<file path="config.mk">
export PLATFORM = sky130hd
export DESIGN_NAME = battleship_game_ctrl
export DESIGN_NICKNAME = d
export VERILOG_FILES = /design/src/rtl/battleship_game_ctrl.sv
export SDC_FILE = /design/constraint.sdc
export NUM_CORES = 1
export LEC_CHECK = 0
export CAP_MARGIN = 20
export CORE_MARGIN = 5
export CORE_UTILIZATION = 33
export CTS_BUF_LIST = sky130_fd_sc_hd__clkbuf_16
export DETAILED_ROUTE_END_ITERATION = 16
export PLACE_DENSITY = 0.62
export SYNTH_ARGS = -nofsm -noshare
export SYNTH_HDL_FRONTEND = slang
export SYNTH_SLANG_ARGS = --single-unit
</file>
<file path="constraint.sdc">
create_clock -name clk -period 10.8 [get_ports clk]
set_input_delay 1.62 -clock clk [delete_from_list [all_inputs] [get_ports clk]]
set_output_delay 1.62 -clock clk [all_outputs]
set_load 0.05 [all_outputs]
</file>
<file path="src/rtl/battleship_game_ctrl.sv">
// rtl/battleship_game_ctrl.sv - battleship match sequencer: placement, alternating shots, win/lose
module battleship_game_ctrl #(
    parameter int          NUM_BOATS    = 3,
    parameter logic [31:0] TURN_TIMEOUT = 32'd250_000_000,
    parameter logic [31:0] PC_DELAY     = 32'd25_000_000
) (
    input  logic        clk,
    input  logic        rst,
    input  logic        start,
    input  logic        btn_up,
    input  logic        btn_down,
    input  logic        btn_left,
    input  logic        btn_right,
    input  logic        btn_confirm,
    input  logic [24:0] pc_layout,
    output logic [49:0] array_player,
    output logic [49:0] array_pc,
    output logic [4:0]  select_row,
    output logic [4:0]  select_col,
    output logic [4:0]  boat_row,
    output logic [4:0]  boat_col,
    output logic [2:0]  amount_boats,
    output logic        win,
    output logic        lose,
    output logic        player_turn
);

    typedef enum logic [3:0] {
        S_PLACE, S_PLAYER, S_CHECK, S_PC_WAIT, S_PC_PICK, S_PC_SCAN, S_PC_FIRE, S_WIN, S_LOSE
    } state_t;

    localparam logic [4:0] PLAYER_TOTAL = 5'(NUM_BOATS * (NUM_BOATS + 1) / 2);

    state_t      r_state;
    logic [7:0]  r_lfsr;
    logic [49:0] r_array_player;
    logic [49:0] r_array_pc;
    logic [24:0] r_pc_layout;
    logic [4:0]  r_pc_total;
    logic [4:0]  r_player_hits;
    logic [4:0]  r_pc_hits;
    logic [4:0]  r_sel_row;
    logic [4:0]  r_sel_col;
    logic [4:0]  r_boat_row;
    logic [4:0]  r_boat_col;
    logic [2:0]  r_amount;
    logic [31:0] r_timer;
    logic [31:0] r_delay;
    logic [4:0]  r_cand;
    logic        r_check_pc;
    logic        r_win;
    logic        r_lose;
    logic        r_player_turn;

    logic [7:0]  w_lfsr_next;
    logic [4:0]  w_pc_pop;
    logic [4:0]  w_place_mask;
    logic [4:0]  w_row_boats;
    logic [49:0] w_place_bits;
    logic        w_overlap;
    logic [4:0]  w_col_max;
    logic [4:0]  w_sel_cell;
    logic [5:0]  w_sel_idx0;
    logic [5:0]  w_sel_idx1;
    logic        w_sel_shot;
    logic [4:0]  w_pick;
    logic [4:0]  w_cand_next;

    assign w_lfsr_next  = {r_lfsr[6:0], r_lfsr[7] ^ r_lfsr[5] ^ r_lfsr[4] ^ r_lfsr[3]};
    assign w_place_mask = (5'b11111 >> (3'd5 - r_amount)) << r_boat_col;
    assign w_overlap    = |(w_row_boats & w_place_mask);
    assign w_col_max    = 5'd5 - {2'b00, r_amount};
    assign w_sel_cell   = r_sel_row * 5'd5 + r_sel_col;
    assign w_sel_idx0   = {w_sel_cell, 1'b0};
    assign w_sel_idx1   = {w_sel_cell, 1'b1};
    assign w_sel_shot   = r_array_pc[w_sel_idx0];
    assign w_pick       = (r_lfsr[4:0] >= 5'd25) ? (r_lfsr[4:0] - 5'd25) : r_lfsr[4:0];
    assign w_cand_next  = (r_cand == 5'd24) ? 5'd0 : (r_cand + 5'd1);

    // Number of PC boat cells, latched as the player's hit target
    always_comb begin
        w_pc_pop = '0;
        for (int i = 0; i < 25; i++) begin
            w_pc_pop = w_pc_pop + {4'b0000, pc_layout[i]};
        end
    end

    // Boat bits of the cursor row and the bits a placement would set there
    always_comb begin
        w_row_boats  = '0;
        w_place_bits = '0;
        for (int r = 0; r < 5; r++) begin
            for (int c = 0; c < 5; c++) begin
                if (r_boat_row == 5'(r)) begin
                    w_row_boats[c]              = r_array_player[r*10 + c*2 + 1];
                    w_place_bits[r*10 + c*2 + 1] = w_place_mask[c];
                end
            end
        end
    end

    // Game FSM with all board state and registered outputs
    always_ff @(posedge clk or posedge rst) begin
        if (rst) begin
            r_state        <= S_PLACE;
            r_lfsr         <= 8'hA5;
            r_array_player <= '0;
            r_array_pc     <= '0;
            r_pc_layout    <= '0;
            r_pc_total     <= '0;
            r_player_hits  <= '0;
            r_pc_hits      <= '0;
            r_sel_row      <= '0;
            r_sel_col      <= '0;
            r_boat_row     <= '0;
            r_boat_col     <= '0;
            r_amount       <= 3'(NUM_BOATS);
            r_timer        <= '0;
            r_delay        <= '0;
            r_cand         <= '0;
            r_check_pc     <= 1'b0;
            r_win          <= 1'b0;
            r_lose         <= 1'b0;
            r_player_turn  <= 1'b0;
        end else if (start) begin
            r_state        <= S_PLACE;
            r_lfsr         <= 8'hA5;
            r_array_player <= '0;
            r_array_pc     <= '0;
            r_pc_layout    <= '0;
            r_pc_total     <= '0;
            r_player_hits  <= '0;
            r_pc_hits      <= '0;
            r_sel_row      <= '0;
            r_sel_col      <= '0;
            r_boat_row     <= '0;
            r_boat_col     <= '0;
            r_amount       <= 3'(NUM_BOATS);
            r_timer        <= '0;
            r_delay        <= '0;
            r_cand         <= '0;
            r_check_pc     <= 1'b0;
            r_win          <= 1'b0;
            r_lose         <= 1'b0;
            r_player_turn  <= 1'b0;
        end else begin
            r_lfsr <= w_lfsr_next;
            case (r_state)
                S_PLACE: begin
                    if (btn_confirm) begin
                        if (!w_overlap) begin
                            r_array_player <= r_array_player | w_place_bits;
                            r_amount       <= r_amount - 3'd1;
                            if (r_amount == 3'd1) begin
                                r_state       <= S_PLAYER;
                                r_pc_layout   <= pc_layout;
                                r_pc_total    <= w_pc_pop;
                                r_sel_row     <= '0;
                                r_sel_col     <= '0;
                                r_timer       <= '0;
                                r_player_turn <= 1'b1;
                            end
                        end
                    end else if (btn_up) begin
                        r_boat_row <= (r_boat_row == 5'd0) ? 5'd4 : (r_boat_row - 5'd1);
                    end else if (btn_down) begin
                        r_boat_row <= (r_boat_row == 5'd4) ? 5'd0 : (r_boat_row + 5'd1);
                    end else if (btn_left) begin
                        if (r_boat_col != 5'd0) r_boat_col <= r_boat_col - 5'd1;
                    end else if (btn_right) begin
                        if (r_boat_col < w_col_max) r_boat_col <= r_boat_col + 5'd1;
                    end
                end
                S_PLAYER: begin
                    if (btn_confirm && !w_sel_shot) begin
                        r_array_pc[w_sel_idx0] <= 1'b1;
                        r_array_pc[w_sel_idx1] <= r_pc_layout[w_sel_cell];
                        if (r_pc_layout[w_sel_cell]) r_player_hits <= r_player_hits + 5'd1;
                        r_check_pc    <= 1'b0;
                        r_state       <= S_CHECK;
                        r_player_turn <= 1'b0;
                    end else if (r_timer == TURN_TIMEOUT - 32'd1) begin
                        r_delay       <= '0;
                        r_state       <= S_PC_WAIT;
                        r_player_turn <= 1'b0;
                    end else begin
                        r_timer <= r_timer + 32'd1;
                        // a confirm on an already-shot cell still consumes the cycle's action
                        if (!btn_confirm) begin
                            if (btn_up) begin
                                r_sel_row <= (r_sel_row == 5'd0) ? 5'd4 : (r_sel_row - 5'd1);
                            end else if (btn_down) begin
                                r_sel_row <= (r_sel_row == 5'd4) ? 5'd0 : (r_sel_row + 5'd1);
                            end else if (btn_left) begin
                                r_sel_col <= (r_sel_col == 5'd0) ? 5'd4 : (r_sel_col - 5'd1);
                            end else if (btn_right) begin
                                r_sel_col <= (r_sel_col == 5'd4) ? 5'd0 : (r_sel_col + 5'd1);
                            end
                        end
                    end
                end
                S_CHECK: begin
                    if (!r_check_pc) begin
                        if (r_player_hits == r_pc_total) begin
                            r_state <= S_WIN;
                            r_win   <= 1'b1;
                        end else begin
                            r_delay <= '0;
                            r_state <= S_PC_WAIT;
                        end
                    end else begin
                        if (r_pc_hits == PLAYER_TOTAL) begin
                            r_state <= S_LOSE;
                            r_lose  <= 1'b1;
                        end else begin
                            r_timer       <= '0;
                            r_state       <= S_PLAYER;
                            r_player_turn <= 1'b1;
                        end
                    end
                end
                S_PC_WAIT: begin
                    if (r_delay == PC_DELAY - 32'd1) r_state <= S_PC_PICK;
                    else                             r_delay <= r_delay + 32'd1;
                end
                S_PC_PICK: begin
                    r_cand  <= w_pick;
                    r_state <= S_PC_SCAN;
                end
                S_PC_SCAN: begin
                    if (r_array_player[{r_cand, 1'b0}]) r_cand  <= w_cand_next;
                    else                                r_state <= S_PC_FIRE;
                end
                S_PC_FIRE: begin
                    r_array_player[{r_cand, 1'b0}] <= 1'b1;
                    if (r_array_player[{r_cand, 1'b1}]) r_pc_hits <= r_pc_hits + 5'd1;
                    r_check_pc <= 1'b1;
                    r_state    <= S_CHECK;
                end
                S_WIN, S_LOSE: begin
                end
                default: r_state <= S_PLACE;
            endcase
        end
    end

    assign array_player = r_array_player;
    assign array_pc     = r_array_pc;
    assign select_row   = r_sel_row;
    assign select_col   = r_sel_col;
    assign boat_row     = r_boat_row;
    assign boat_col     = r_boat_col;
    assign amount_boats = r_amount;
    assign win          = r_win;
    assign lose         = r_lose;
    assign player_turn  = r_player_turn;

endmodule
</file>
; ---- Word level (Yosys, flattened, before mapping)
; Index checks and enable logic that the tools add are counted.
; W data, S select, Z words.
[op_classes]
bitwise_logic = 7
magnitude_cmp = 10
shifts = 2
mux = 186
n_addsub = 42
n_eq_ne = 48
n_reduce_logical = 51
multipliers = 1
[op_table]
columns = cell, count
row1 = $mux W32, 14
row2 = $mux W50, 6
row3 = $mux W5, 53
row4 = $pmux W32 S3, 2
row5 = $mux W25, 5
row6 = $add A5 B1 Y5, 20
row7 = $or A50 B49 Y50, 2
row8 = $pmux W50 S2, 1
row9 = $mux W1, 75
row10 = $add A32 B1 Y32 const B, 2
row11 = $ne A3 B3 Y1 const B, 18
row12 = $bwmux W50, 1
row13 = $or A50 B50 Y50, 1
row14 = $mux W4, 10
row15 = $add A5 B1 Y5 const B, 7
row16 = $eq A32 B25 Y1 const B, 1
row17 = $eq A32 B28 Y1 const B, 1
row18 = $pmux W4 S8, 1
row19 = $pmux W5 S2, 3
row20 = $lt A6 B7 Y1 const B, 4
row21 = $reduce_bool A2 Y1, 12
row22 = $reduce_and A7 Y1, 3
row23 = $reduce_bool A3 Y1, 7
row24 = $bmux W1 S5, 4
row25 = 51 further kinds, 94
[totals]
inputBits = 33
wordCells = 367
reg_bits = 248
output_inout_bits = 126

; ---- Logic depth before layout (Yosys ltp)
[logic_depth]
ltp_word = 29
ltp_mapped = 16
mapped_depth_nobuf = 16

; ---- Least setup slack after synthesis
; OpenSTA, ideal clock, no wires.
[synth_path]
kind = in2reg
start = input port pc_layout[0]
end = register r_pc_total[3]
arrival_time_ps = 5168
n_path_buf = 0
required_ps = 10668
setup_slack_ps = 5500
stages = 16
setup_ps = 132
cell_sequence = inv_1 fa_1 fa_1 inv_1 fa_1 fa_1 inv_1 fa_1 inv_1 ha_1 a21o_1 a21oi_1 xor2_1 nor2_1 a21oi_1 nor2_1
[synth_between]
elab_chain_len = 29
[synth_rtl]
columns = element, line_no
row1 = "start, declared", 15  ; input logic [24:0] pc_layout,
row2 = $add A1 B1 Y2, 84  ; w_pc_pop = w_pc_pop + {4'b0000, pc_layout[i]};
row3 = $add A2 B1 Y3, 84
row4 = $add A3 B1 Y4, 84
row5 = $add A4 B1 Y5, 84
row6 = $add A5 B1 Y5 (20 in a row), 84
row7 = $mux W5, 154  ; if (r_amount == 3'd1) begin
row8 = $mux W5, 151  ; if (!w_overlap) begin
row9 = $mux W5, 150  ; if (btn_confirm) begin
row10 = $mux W5, 148  ; case (r_state)
row11 = $mux W5, 125  ; end else if (start) begin
row12 = "end signal, assigned", 157  ; r_pc_total <= w_pc_pop;
row13 = "end, declared", 39  ; logic [4:0] r_pc_total;
; No other way between the ends. The select of a mux whose other input is x is not followed.
; A chain may end at the register's enable or synchronous reset.

; ---- Final worst setup path
[layout_path]
start = input port pc_layout[0]
end = register r_pc_total[4]
; The elaborated chain is that of the path after synthesis.

==> qor.yml <==
outcome: "finished clean"
wl_per_cell_um: 17.9
ios: 159
cap_violations: 0
p_switching_uw: 1320
grt-ovfl-total: 0
start_kind: "input port"
rrSetupSlack_ns: 5.56
cts_max_level: 1
grt_pass1_wl_um: 69100
worstSkewPairLatency_ns: 0.56
placed_cells: 2300
setup_viol: 0
synthesis.area_sq_um: 14700
peakVddDrop_mv: 0.128
area_delta_synth_final_pct: 20.1
async_flop_share: 1.00
crit_chain: "clkdlybuf4s50_1 > inv_1 > fa_1 > fa_1 > fa_1 > fa_1 > fa_1 > fa_1 > inv_1 > fa_1 > a21o_1 > a211oi_1 > nor3_1"
cts_resized: 0
drt-total-wl_um: 42200
post_dp_cell_area_sq_um: 16700
drive_above_1_share: 0.0596
synth-xor-area-share: 0.0247
clk_pin_slew_ns: 0.06
cts_tree: "built"
hold_depth: 1
fin_util: 0.399
synth_flop_cell: "dfrtp_1"
critPathRequiredTime_ns: 11.22
hp-start: "r_lfsr[6]"
slowest_stage: "fa_1"
pwr-share-comb: 0.375
p_clk_frac: 0.286
finalHoldViolCount: 0
worst_hold_path.endpoint: "r_lfsr[7]"
synth_fa_ha_area_frac: 0.0687
drc_errors: 0
drt_iter0_markers: 925
ant_nets: 0
finalNonFillerCells: 2354
power.internal_uw: 1940
synth_top_family_by_area: "simple AND/OR/NAND/NOR gates"
rsz0062_at_grt: "false"
crit_family: "adder cells"
gp_congestion: 0.859
cts_max_path_buffers: 3
synth-compound-area-share: 0.175
dr.pass1.iters: 5
grt_max_degree: 108
tightest_slew_ns: 1.04
io_buffers: 158
yosys_warnings: 0
relSlewSlack: 0.308
yosysSeqAreaShare: 0.424
muxShareOfSynthArea: 0.0588
critical-path-top-cell-by-count: "fa_1"
holdBufCountCts: 0
cp.arrival_ns: 5.83
root_buffer: "clkbuf_16"
num_rows: 77
reg2regPathDepth: 12
cts_made_buffers: 28
grt_pass1_vias: 12400
viasPerCell: 5.41
antenna_found_initial: 1
coreArea_sq_um: 44100
critPathBufInv: 3
synth-simple-area-share: 0.198
leakage_uw: 0.00746
fin_area_sq_um: 17600
die_x_um: 221
r2r-end: "r_delay[16]"
slowest_delay_ns: 0.56
die-area_sq_um: 48800
final.setup.tns_ns: 0
grt.total_usage: 0.167
final_common_cell: "dfrtp_1"
final_nets: 1840
synth.distinct_cells: 84
cp-end-kind: "flop"
swShare: 0.404
clock_skew_ns: 0.0133
final_cell_mix: "242 x dfrtp_1, 220 x nor2_1, 157 x clkdlybuf4s50_1"
drv_slew: 0
worstHoldPathType: "reg -> reg"
syn_avg_cell_area_sq_um: 8.99
synth-seq-cells: 248
synth-edff-count: 0
initial_core_util: 0.333
vias: 12700
r2r_start: "select_row[2]"
syn_inst: 1632
crit_fanout: 2
seqPwrFrac: 0.338
postCtsSetupRepairBufs: 0
dp_hpwl_um: 29300
cts.sinks: 248
fill_cells: 4424
hold_ws_ns: 0.444
fmax_mhz: 185
worstSetupPathType: "in -> reg"
fin_crit_ns: 5.41
powerDensity_nw_per_um2: 185
syn_nets: 1733
finalCritPeriodShare: 0.501
die_h_um: 221
## metrics by stage
stage | worst slack (ns) | power (uW)
after floorplan | 2.38 | 1970
after global placement | 4.82 | 2300
after detailed placement | 4.78 | 2320
after CTS | 5.37 | 3270
after global routing | 5.08 | 3460
final | 5.39 | 3250
## cell families after synthesis
group | count (synthesis)
AOI/OAI and AO/OA | 421
xor gates and xnor gates | 39
adders and majority gates | 68
buffers and inverters | 195
DFF | 248
muxes | 58
and+or+nand+nor | 603
## flip-flops by register name (all words and copies together), names as in the netlist, 3 cells and up
signal,cells
r_delay,32
select_col,5
r_pc_total,5
r_player_hits,5
r_pc_hits,5
r_lfsr,8
boat_col,5
r_state,4
r_cand,5
select_row,5
boat_row,5
array_pc,50
array_player,50
r_timer,32
r_pc_layout,25
amount_boats,3
## per-layer routing
layer / wire length [um] / up-vias / global-route usage
li1: - / 5980 / -
met3: 2780 / 57 / 0.0342
met2: 19100 / 405 / 0.259
met4: 948 / 0 / 0.0452
met1: 19300 / 6290 / 0.239
met5: 0 / - / 0
## synth_stat cells, types with 18 or more instances
library cell  instances  area, sq um
a21oi_1             148          741
a31oi_1              24          150
and2_1               19          119
clkbuf_1             70          263
dfrtp_1             242         6060
fa_1                 21          420
ha_1                 47          588
inv_1               104          390
mux2i_1              31          310
mux4_2               21          473
nand2_1             118          443
nand3_1              67          335
nand4_1              20          125
nor2_1              220          826
nor3_1               34          170
o21a_1               18          135
o21ai_0             109          546
o31ai_1              27          203
xor2_1               20          175
## power by group through the flow
stage	sequential (uW)	combinational [uW]	clock, uW
detailed placement	1120	1210	0
CTS	1100	1210	953
global route	1110	1360	991
global placement	1110	1190	0
finish	1100	1220	932
floorplan	1160	815	0
## area by class of cell
| cell class | instances | area, sq um | share of cell area |
|---|---|---|---|
| Tap cell | 592 | 741 | 0.0420 |
| Inverter | 105 | 402 | 0.0228 |
| Sequential cell | 248 | 6210 | 0.353 |
| Clock buffer | 29 | 726 | 0.0412 |
| Timing Repair Buffer | 167 | 1670 | 0.0946 |
| Antenna cell | 1 | 2.50 | 0.000142 |
| Clock inverter | 23 | 159 | 0.00902 |
| Multi-Input combinational cell | 1189 | 7720 | 0.438 |
## how the worst max path moves through the flow
| stage | from | to | slack [ns] | cells after the start |
|---|---|---|---|---|
| floorplan | rst | amount_boats[2] | 2.38 | 1 |
| global placement | pc_layout[0] | r_pc_total[3] | 4.82 | 17 |
| detailed placement | pc_layout[0] | r_pc_total[4] | 4.78 | 13 |
| CTS | pc_layout[0] | r_pc_total[4] | 5.37 | 13 |
| global route | pc_layout[0] | r_pc_total[3] | 5.08 | 17 |
| finish | pc_layout[0] | r_pc_total[4] | 5.39 | 13 |
(Power assumes the default switching activity.)
